`config.mk`:
```
export PLATFORM = sky130hd
export DESIGN_NAME = fpu_mul_exp_pipe
export DESIGN_NICKNAME = d
export VERILOG_FILES = /design/src/rtl/fpu_mul_exp_pkg.sv /design/src/rtl/fpu_mul_exp_stage.sv /design/src/rtl/fpu_mul_exp_pipe.sv
export SDC_FILE = /design/constraint.sdc
export NUM_CORES = 1
export LEC_CHECK = 0
export BUFFER_PORTS_ARGS = -buffer_cell sky130_fd_sc_hd__buf_4
export CAP_MARGIN = 20
export CORE_ASPECT_RATIO = 0.5
export CORE_MARGIN = 5
export CORE_UTILIZATION = 25
export CTS_BUF_LIST = sky130_fd_sc_hd__clkbuf_2
export DETAILED_ROUTE_END_ITERATION = 12
export PLACE_DENSITY_LB_ADDON = 0.15
export SYNTH_ARGS = -nofsm -noshare
export SYNTH_HDL_FRONTEND = slang
export SYNTH_SLANG_ARGS = --single-unit
```
`constraint.sdc`:
```
create_clock -name rclk -period 7.25 [get_ports rclk]
set_input_delay 0.3625 -clock rclk [delete_from_list [all_inputs] [get_ports rclk]]
set_output_delay 0.3625 -clock rclk [all_outputs]
set_load 0.005 [all_outputs]
```
`src/rtl/fpu_mul_exp_pkg.sv`:
```
// Shared format encodings and narrow-format constants for the multiply
// exponent pipeline.
package fpu_mul_exp_pkg;

  typedef enum logic [1:0] {
    FMT_NATIVE    = 2'd0,
    FMT_NARROW    = 2'd1,
    FMT_NARROW_IN = 2'd2,
    FMT_RSVD      = 2'd3
  } fmt_e;

  localparam int NARROW_BIAS = 127;
  localparam int NARROW_EXPW = 8;

  // Reserved encoding falls through both helpers as native.
  function automatic logic fmt_narrow_in(input fmt_e f);
    return (f == FMT_NARROW) || (f == FMT_NARROW_IN);
  endfunction

  function automatic logic fmt_narrow_out(input fmt_e f);
    return (f == FMT_NARROW);
  endfunction

endpackage

```
`src/rtl/fpu_mul_exp_stage.sv`:
```
// One valid/data register slice of the pipeline: loads on enable, clears
// both valid and data on synchronous reset.
module fpu_mul_exp_stage #(
  parameter int W = 8
) (
  input  logic         rclk,
  input  logic         rst,
  input  logic         load,
  input  logic         vld_in,
  input  logic [W-1:0] data_in,
  output logic         vld,
  output logic [W-1:0] data
);

  always_ff @(posedge rclk) begin
    if (rst) begin
      vld  <= 1'b0;
      data <= '0;
    end else if (load) begin
      vld <= vld_in;
      // Bubbles leave the payload untouched to avoid needless toggling.
      if (vld_in) data <= data_in;
    end
  end

endmodule

```
`src/rtl/fpu_mul_exp_pipe.sv`:
```
// Multiply exponent pipeline: stage 1 forms the rebiased exponent sum, the
// last stage normalises/rounds it and flags overflow or underflow.
module fpu_mul_exp_pipe
  import fpu_mul_exp_pkg::*;
#(
  parameter int EXPW  = 11,
  parameter int DEPTH = 3,
  parameter int TAGW  = 4
) (
  input  logic            rclk,
  input  logic            rst,
  input  logic            in_vld,
  output logic            in_rdy,
  input  logic [EXPW-1:0] in_exp1,
  input  logic [EXPW-1:0] in_exp2,
  input  logic [1:0]      in_fmt,
  input  logic [6:0]      in_lz,
  input  logic            in_inc,
  input  logic            in_rnd_cout,
  input  logic            in_to_0,
  input  logic [TAGW-1:0] in_tag,
  output logic            out_vld,
  input  logic            out_rdy,
  output logic [EXPW-1:0] out_exp,
  output logic            out_of,
  output logic            out_uf,
  output logic [TAGW-1:0] out_tag
);

  // Handshake: a transfer happens on a rclk edge where valid & ready are both
  // high; valid and its payload never change while valid=1 and ready=0, and
  // ready may depend combinationally on downstream ready (no valid->ready path).

  localparam int SW = EXPW + 3;
  localparam int EW = EXPW + 4;
  localparam logic signed [SW-1:0] BIAS_N = SW'((2 ** (EXPW - 1)) - 1);
  localparam logic signed [SW-1:0] BIAS_S = SW'(NARROW_BIAS);
  localparam logic signed [EW-1:0] EMAX_N = EW'((2 ** EXPW) - 1);
  localparam logic signed [EW-1:0] EMAX_S = EW'((2 ** NARROW_EXPW) - 1);

  typedef struct packed {
    logic signed [SW-1:0] s;
    logic [6:0]           lz;
    logic                 inc;
    logic                 cout;
    logic                 to_0;
    logic                 nout;
    logic [TAGW-1:0]      tag;
  } pay_t;

  typedef struct packed {
    logic [EXPW-1:0] exp;
    logic            of;
    logic            uf;
    logic [TAGW-1:0] tag;
  } res_t;

  fmt_e                 fmt;
  logic                 nin;
  logic                 nout;
  logic signed [SW-1:0] e1_x;
  logic signed [SW-1:0] e2_x;
  logic signed [SW-1:0] b_in;
  logic signed [SW-1:0] b_out;
  pay_t                 pay_in;

  assign fmt = fmt_e'(in_fmt);

  always_comb begin
    nin   = fmt_narrow_in(fmt);
    nout  = fmt_narrow_out(fmt);
    e1_x  = nin ? SW'(in_exp1[NARROW_EXPW-1:0]) : SW'(in_exp1);
    e2_x  = nin ? SW'(in_exp2[NARROW_EXPW-1:0]) : SW'(in_exp2);
    b_in  = nin  ? BIAS_S : BIAS_N;
    b_out = nout ? BIAS_S : BIAS_N;
    pay_in      = '0;
    pay_in.s    = e1_x + e2_x - b_in - b_in + b_out;
    pay_in.lz   = in_lz;
    pay_in.inc  = in_inc;
    pay_in.cout = in_rnd_cout;
    pay_in.to_0 = in_to_0;
    pay_in.nout = nout;
    pay_in.tag  = in_tag;
  end

  logic [DEPTH-1:0] vld;
  logic [DEPTH-1:0] load;
  logic [DEPTH-1:0] vld_in;
  pay_t             pay_c [DEPTH];

  // A stage loads when empty or when the one after it is loading too.
  always_comb begin
    logic nxt;
    load = '0;
    nxt  = ~vld[DEPTH-1] | out_rdy;
    load[DEPTH-1] = nxt;
    for (int k = DEPTH - 2; k >= 0; k--) begin
      nxt     = ~vld[k] | nxt;
      load[k] = nxt;
    end
  end

  assign in_rdy = load[0];
  assign vld_in = {vld[DEPTH-2:0], in_vld};
  assign pay_c[0] = pay_in;

  for (genvar k = 0; k < DEPTH - 1; k++) begin : g_pay
    logic [$bits(pay_t)-1:0] q;
    fpu_mul_exp_stage #(.W($bits(pay_t))) u_stage (
      .rclk    (rclk),
      .rst     (rst),
      .load    (load[k]),
      .vld_in  (vld_in[k]),
      .data_in (pay_c[k]),
      .vld     (vld[k]),
      .data    (q)
    );
    assign pay_c[k+1] = pay_t'(q);
  end

  pay_t                 p_last;
  logic signed [EW-1:0] e_val;
  logic signed [EW-1:0] e_max;
  res_t                 res_d;
  logic [$bits(res_t)-1:0] res_q;

  always_comb begin
    p_last = pay_c[DEPTH-1];
    e_val  = EW'(p_last.s) - EW'({1'b0, p_last.lz})
           + EW'({1'b0, p_last.inc}) + EW'({1'b0, p_last.cout});
    e_max  = p_last.nout ? EMAX_S : EMAX_N;
    res_d     = '0;
    res_d.tag = p_last.tag;
    if (e_val <= 0) begin
      res_d.uf = 1'b1;
    end else if (e_val >= e_max) begin
      res_d.of  = 1'b1;
      res_d.exp = p_last.to_0 ? EXPW'(e_max - 1) : EXPW'(e_max);
    end else begin
      res_d.exp = e_val[EXPW-1:0];
    end
  end

  fpu_mul_exp_stage #(.W($bits(res_t))) u_last (
    .rclk    (rclk),
    .rst     (rst),
    .load    (load[DEPTH-1]),
    .vld_in  (vld_in[DEPTH-1]),
    .data_in (res_d),
    .vld     (vld[DEPTH-1]),
    .data    (res_q)
  );

  res_t res_o;
  assign res_o   = res_t'(res_q);
  assign out_vld = vld[DEPTH-1];
  assign out_exp = res_o.exp;
  assign out_of  = res_o.of;
  assign out_uf  = res_o.uf;
  assign out_tag = res_o.tag;

endmodule

```
==> run_results.csv, run 1 <==
group,metric,value,unit
critical_path,r2r_slack,2950,ps
detailed_routing,firstDrtPassIters,6,
final_layout,drive_gt1_frac,0.139,
critical_path,crit_end,"u_last.data[16]",
grt,grt_pass1_wl,18.7,mm
logic_synthesis,synth_area_per_cell,8.18,sq um
place,port_buffers,60,
timing,slew_viol_final,0,
cts,post_cts_buffers,0,
cts,cts.path.max_buffers,2,
final_layout,seqCellArea,0.00156,sq mm
place,place_congestion,0.768,
logic_synthesis,synth_common_cells,"nand2_1 (128), a21oi_1 (78), dfxtp_1 (78)",
critical_path,r2r_cells,17,
place,dp_cells,844,
logic_synthesis,yosysWarnings,0,
grt,grt_pass1_vias,3680,
logic_synthesis,synth_area,0.00462,sq mm
cts,path_clk_slew,250,ps
cts,cts_tree,"built",
floorplan,start_util,0.253,
critical_path,cp_max_fo,4,
logic_synthesis,yosys.cell_count.top_type,"nand2_1",
detailed_routing,ant_nets,0,
detailed_routing,num_vias,3717,
timing,setup_tns,0,ps
timing,setup_viol,0,
place,place.detailed.hpwl,8.20,mm
logic_synthesis,yosysTopAreaCellShare,0.338,
final_layout,multiInputGateArea,0.00285,sq mm
grt,grt_overflow_total,0,
timing,finalWorstPathRequiredPeriod,4300,ps
floorplan,io-pin-count,61,
timing,rsz0062_at_grt,"false",
timing,worstMarginPinSlew,1050,ps
timing,fmax,0.233,GHz
critical_path,required,7740,ps
grt,grt_max_degree,69,
logic_synthesis,yosysSeqAreaShare,0.338,
timing,period_share,0.593,
detailed_routing,drtIter0Drc,130,
final_layout,n_fill_cell,1992,
final_layout,nets,735,
final_layout,area_growth,21.2,%
logic_synthesis,synthDistinctLibCells,48,
detailed_routing,drt-vias-per-instance,4.25,
timing,fin_skew,25.9,ps
cts,numClockSinks,78,
logic_synthesis,ys_seq_elements,78,
critical_path,cp-startpoint,"g_pay[1].u_stage.data[7]",
cts,clk_latency,560,ps
logic_synthesis,synth_edf_count,0,
power_and_ir_drop,ir_drop,91.9,uV
detailed_routing,drc,0,
run,drv_cap,0,
power_and_ir_drop,p_leak,2.37,nW
floorplan,core,0.0183,sq mm
timing,max_slew_margin,0.297,
critical_path,crit_path_start_kind,"register",
grt,grt_antenna_before_repair,0,
logic_synthesis,ys_top_cells_by_area,"dfxtp_1 (34%), ha_1 (16%), nand2_1 (10%)",
logic_synthesis,synth_nets,671,
floorplan,fp.dieW,202,microns
final_layout,diodes,0,
logic_synthesis,synthFlopType,"dfxtp_1",
critical_path,crit-reg2reg-launch,"g_pay[1].u_stage.data[7]",
floorplan,die_area,0.0215,sq mm
floorplan,dieHeight,106,microns
logic_synthesis,async_flop_share,0,
logic_synthesis,yosys.area.top_type,"dfxtp_1",
critical_path,criticalPathCategory,"reg -> reg",
logic_synthesis,synth_cells,565,
grt,gr-usage-all-layers,0.105,
hold_path,hp-class,"in -> reg",
timing,hold_viol,0,
critical_path,crit_path_end_kind,"register",
outcome,status,"finished clean",
detailed_routing,wl_per_cell,12.5,microns
final_layout,instances_no_fill,874,
detailed_routing,routed_wl,10.9,mm
cts,cts_buffers,9,
critical_path,crit_arrival,4790,ps
floorplan,rows,35,
critical_path,worstReg2RegEnd,"u_last.data[16]",
cts,htreeDepth,3,
cts,cts_root_buffer,"clkbuf_2",
power_and_ir_drop,p_per_area,242,mW/mm^2
power breakdown:
| group | leakage [nW] | internal, mW | switching, mW |
|---|---|---|---|
| logic | 1.64 | 0.272 | 0.307 |
| clock network | 0.0875 | 0.119 | 0.171 |
| registers | 0.636 | 0.466 | 0.0202 |
routing by layer:
metal | vias to the layer above | wire length, microns | share of wire | track usage
met5 | - | 0 | 0 | 0
met4 | 0 | 99 | 0.0090 | 0.0247
met3 | 8 | 359 | 0.033 | 0.0247
met2 | 49 | 4200 | 0.38 | 0.145
met1 | 1607 | 6280 | 0.57 | 0.162
li1 | 2053 | - | - | -
metrics by stage:
step	area, sq um	total power [mW]	hold slack, ps	utilization	setup WS, ps
5_1_grt	5610	1.48	33.5	0.307	2650
3_5_place_dp	5310	1.07	443	0.291	2670
2_1_floorplan	4620	0.938	432	-	3070
4_1_cts	5580	1.38	2.05	0.306	2950
3_3_place_gp	5310	1.07	444	0.291	2720
6_report	5610	1.36	93.8	0.307	2950
flip-flops by register name (all words and copies together), names as in the netlist:
name and flops:
g_pay.u_stage.data 58, u_last.data 17, u_last.vld 1, g_pay.u_stage.vld 2
cells by family (layout without fill, tap and decap cells):
family / after synthesis / count (layout) / synth area share
compound gates: 137 / 137 / 0.189
xor+xnor: 26 / 26 / 0.0493
fa+ha+maj: 64 / 64 / 0.180
buf+inv: 59 / 128 / 0.0482
flops: 78 / 78 / 0.338
mux: 8 / 8 / 0.0181
simple gates: 193 / 193 / 0.178
cells in the final DEF, fill, tap and decap left out, types with 5 or more instances in the layout:
| cell | Yosys | layout |
|---|---|---|
| xor2_1 | 10 | 10 |
| a211oi_1 | 5 | 5 |
| a22o_1 | 12 | 12 |
| xnor2_1 | 16 | 16 |
| clkbuf_2 | 0 | 9 |
| nor3_1 | 7 | 7 |
| o21ai_0 | 7 | 7 |
| buf_4 | 0 | 63 |
| ha_1 | 60 | 60 |
| mux2i_1 | 5 | 5 |
| nand2_1 | 128 | 128 |
| nor2_1 | 24 | 24 |
| a21o_1 | 8 | 8 |
| dlygate4sd3_1 | 0 | 13 |
| dfxtp_1 | 78 | 78 |
| inv_1 | 35 | 35 |
| a21oi_1 | 78 | 78 |
| o21bai_1 | 5 | 5 |
| and2_1 | 6 | 6 |
| nand2b_1 | 6 | 6 |
| nor2b_1 | 5 | 5 |
how the worst min path moves through the flow:
stage / startpoint / to / slack (ps) / depth (start not counted)
after floorplan: g_pay[0].u_stage.data[0] / g_pay[1].u_stage.data[0] / 430 / 2
after global placement: g_pay[0].u_stage.data[21] / g_pay[0].u_stage.data[21] / 440 / 2
after detailed placement: g_pay[0].u_stage.data[13] / g_pay[1].u_stage.data[13] / 440 / 2
after CTS: in_lz[5] / g_pay[0].u_stage.data[13] / 2 / 3
after global routing: in_tag[2] / g_pay[0].u_stage.data[2] / 30 / 3
final: in_vld / g_pay[0].u_stage.vld / 90 / 3
layout make-up:
cell class	count	area share
inverter	35	0.0234
clock buffer	9	0.00804
sequential	78	0.279
multi-input combinational	428	0.508
tap	240	0.0536
clock inverter	7	0.0185
timing repair buffer	77	0.110
critical path, cell delays in order (launching register included):
cell      delay [ps]
dfxtp_1          390
inv_1             50
ha_1             300
fa_1             430
fa_1             410
nand2b_1         190
a21oi_1          220
a21bo_1          150
a31oi_1          100
xnor2_1          190
ha_1             300
nand2_1           50
nor4_1           160
nand4_1          150
o41ai_2          440
o41ai_4          160
mux2_1           350
a22o_1           200
repair_timing:
item | CTS | global route
resized for setup | 0 | 0
hold buffers | 12 | 1
endpoints found under the hold margin | 12 | 1
(Power assumes the default switching activity.)
==> inputs of run 2 (changes only) <==
clock period = 4.2 ns   (was 7.25 ns; I/O delays follow)
==> run_results.csv, run 2 (synthesized netlist as in run 1, its figures left out) <==
group,metric,value,unit
final_layout,top_register,"g_pay.u_stage.data",
detailed_routing,ant_nets,0,
floorplan,io-pin-count,61,
floorplan,die_area,0.0215,sq mm
cts,htreeDepth,3,
final_layout,drive_gt1_frac,0.180,
power_and_ir_drop,ir_drop,157,uV
outcome,status,"finished clean",
detailed_routing,wl_met3,329,microns
final_layout,final_area,0.00588,sq mm
critical_path,cp_slowest_stage_delay,410,ps
power_and_ir_drop,p_per_area,417,mW/mm^2
hold_path,hp-start,"in_fmt[1]",
place,place.detailed.hpwl,8.20,mm
final_layout,n_fill_cell,1960,
final_layout,seqCellArea,0.00156,sq mm
place,place_ws,44.5,ps
critical_path,criticalPathCategory,"reg -> reg",
timing,finalWorstSetupSlack,187,ps
cts,cts.path.max_buffers,2,
critical_path,crit_path_start_kind,"register",
hold_path,hp-class,"in -> reg",
critical_path,crit_end,"u_last.data[15]",
critical_path,cp_max_fo,4,
critical_path,r2r_cells,17,
cts,numClockSinks,78,
critical_path,cp-startpoint,"g_pay[1].u_stage.data[7]",
floorplan,dieHeight,106,microns
floorplan,start_util,0.253,
critical_path,cp_num_cells,17,
final_layout,reg.largest.list,"g_pay.u_stage.data: 58 flops, u_last.data: 17 flops, g_pay.u_stage.vld: 2 flops",
timing,fmax,0.249,GHz
cts,cts_buffers,9,
timing,slew_viol_final,0,
detailed_routing,drc,0,
grt,grt_pass1_wl,19.4,mm
timing,max_slew_margin,0.320,
final_layout,nets,755,
critical_path,cp_cell_sequence,"inv_1 > ha_1 > fa_2 > fa_2 > nand2b_4 > a21oi_2 > a21bo_1 > a31oi_2 > xnor2_2 > ha_1 > nand2_1 > nor4_2 > nand4_1 > o41ai_4 > o41ai_4 > mux2_1 > a22o_1",
detailed_routing,firstDrtPassIters,4,
place,place_area,0.00539,sq mm
cts,cts_root_buffer,"clkbuf_2",
floorplan,fp.dieW,202,microns
detailed_routing,drt-vias-per-instance,4.34,
detailed_routing,wl_met1,6.45,mm
final_layout,largest_reg_flops,58,
cts,cts_tree,"built",
critical_path,crit_family,"adder cells",
critical_path,worst-path-buf-inv,1,
floorplan,rows,35,
critical_path,crit_arrival,4550,ps
detailed_routing,top_layer_used,"met4",
timing,period_share,0.955,
critical_path,crit_path_end_kind,"register",
detailed_routing,route.met2.wl,4.52,mm
grt,grt_overflow_total,0,
timing,worstMarginPinSlew,1020,ps
cts,path_clk_slew,250,ps
place,port_buffers,60,
run,drv_cap,0,
critical_path,worstReg2RegEnd,"u_last.data[15]",
final_layout,final_core_util,0.322,
timing,finalWorstPathRequiredPeriod,4010,ps
floorplan,core,0.0183,sq mm
critical_path,r2r_slack,190,ps
final_layout,multiInputGateArea,0.00293,sq mm
cts,clk_latency,610,ps
final_layout,final_common_cell,"nand2_1",
timing,hold_viol,0,
timing,fin_skew,25.5,ps
final_layout,final_cell_mix,"nand2_1 (128), dfxtp_1 (77), buf_4 (77), a21oi_1 (74), ha_1 (60)",
grt,grt_max_degree,69,
detailed_routing,drtIter0Drc,149,
place,place_congestion,0.763,
final_layout,area_growth,27.1,%
critical_path,required,4740,ps
grt,grt_antenna_before_repair,2,
power_and_ir_drop,p_leak,2.51,nW
grt,gr-usage-all-layers,0.110,
timing,setup_viol,0,
critical_path,slowest_stage,"o41ai_4",
critical_path,crit-reg2reg-launch,"g_pay[1].u_stage.data[7]",
grt,grt_pass1_vias,3781,
detailed_routing,num_vias,3891,
detailed_routing,routed_wl,11.4,mm
detailed_routing,wl_per_cell,12.8,microns
[run 2: what timing repair did]
item,4_1_cts,5_1_grt
setup endpoints to repair,0,14
hold endpoints to repair,19,0
resized for setup,0,17
setup buffers,0,3
hold buffers,18,0
[run 2: worst min-delay path by stage]
stage / end / slack, ps / cells past startpoint
2_1_floorplan: g_pay[0].u_stage.data[0] / 350 / 2
3_3_place_gp: g_pay[0].u_stage.data[27] / 440 / 2
3_5_place_dp: g_pay[1].u_stage.data[3] / 440 / 2
4_1_cts: g_pay[0].u_stage.data[4] / 60 / 5
5_1_grt: g_pay[0].u_stage.data[4] / 50 / 5
6_report: g_pay[0].u_stage.data[4] / 90 / 5
[run 2: through the flow]
step,hold WS (ps),power [mW],std cells,TNS [ps]
finish,94.9,2.45,896,0
detailed placement,444,1.90,855,0
CTS,60.0,2.41,889,0
global placement,442,1.91,855,0
global route,49.7,2.67,896,-11.4
floorplan,346,1.62,565,0
[run 2: worst reg2reg max path: cells and delay by family (launching register included)]
family / cells / cell delay [ps]
flops: 1 / 380
xor+xnor: 1 / 160
buf+inv: 1 / 40
fa+ha+maj: 4 / 1330
simple gates: 4 / 520
compound gates: 6 / 1150
mux: 1 / 350
[run 2: metal layers]
layer,global-route usage,up-vias
met1,0.168,1744
met5,0,-
met3,0.0250,11
met4,0.0305,0
met2,0.152,42
li1,-,2094
[run 2: area by class of cell]
cell class	instances	share of cell area
antenna	2	0.000852
clock buffer	9	0.00766
clock inverter	7	0.0149
inverter	35	0.0224
multi-input combinational	428	0.499
sequential	78	0.266
tap	240	0.0511
timing repair buffer	97	0.138
[run 2: report_power, final]
| part | switching, mW | total (mW) | internal [mW] |
|---|---|---|---|
| clock | 0.321 | 0.477 | 0.156 |
| sequential | 0.0354 | 0.841 | 0.805 |
| combinational | 0.575 | 1.13 | 0.558 |
| total | 0.932 | 2.45 | 1.52 |
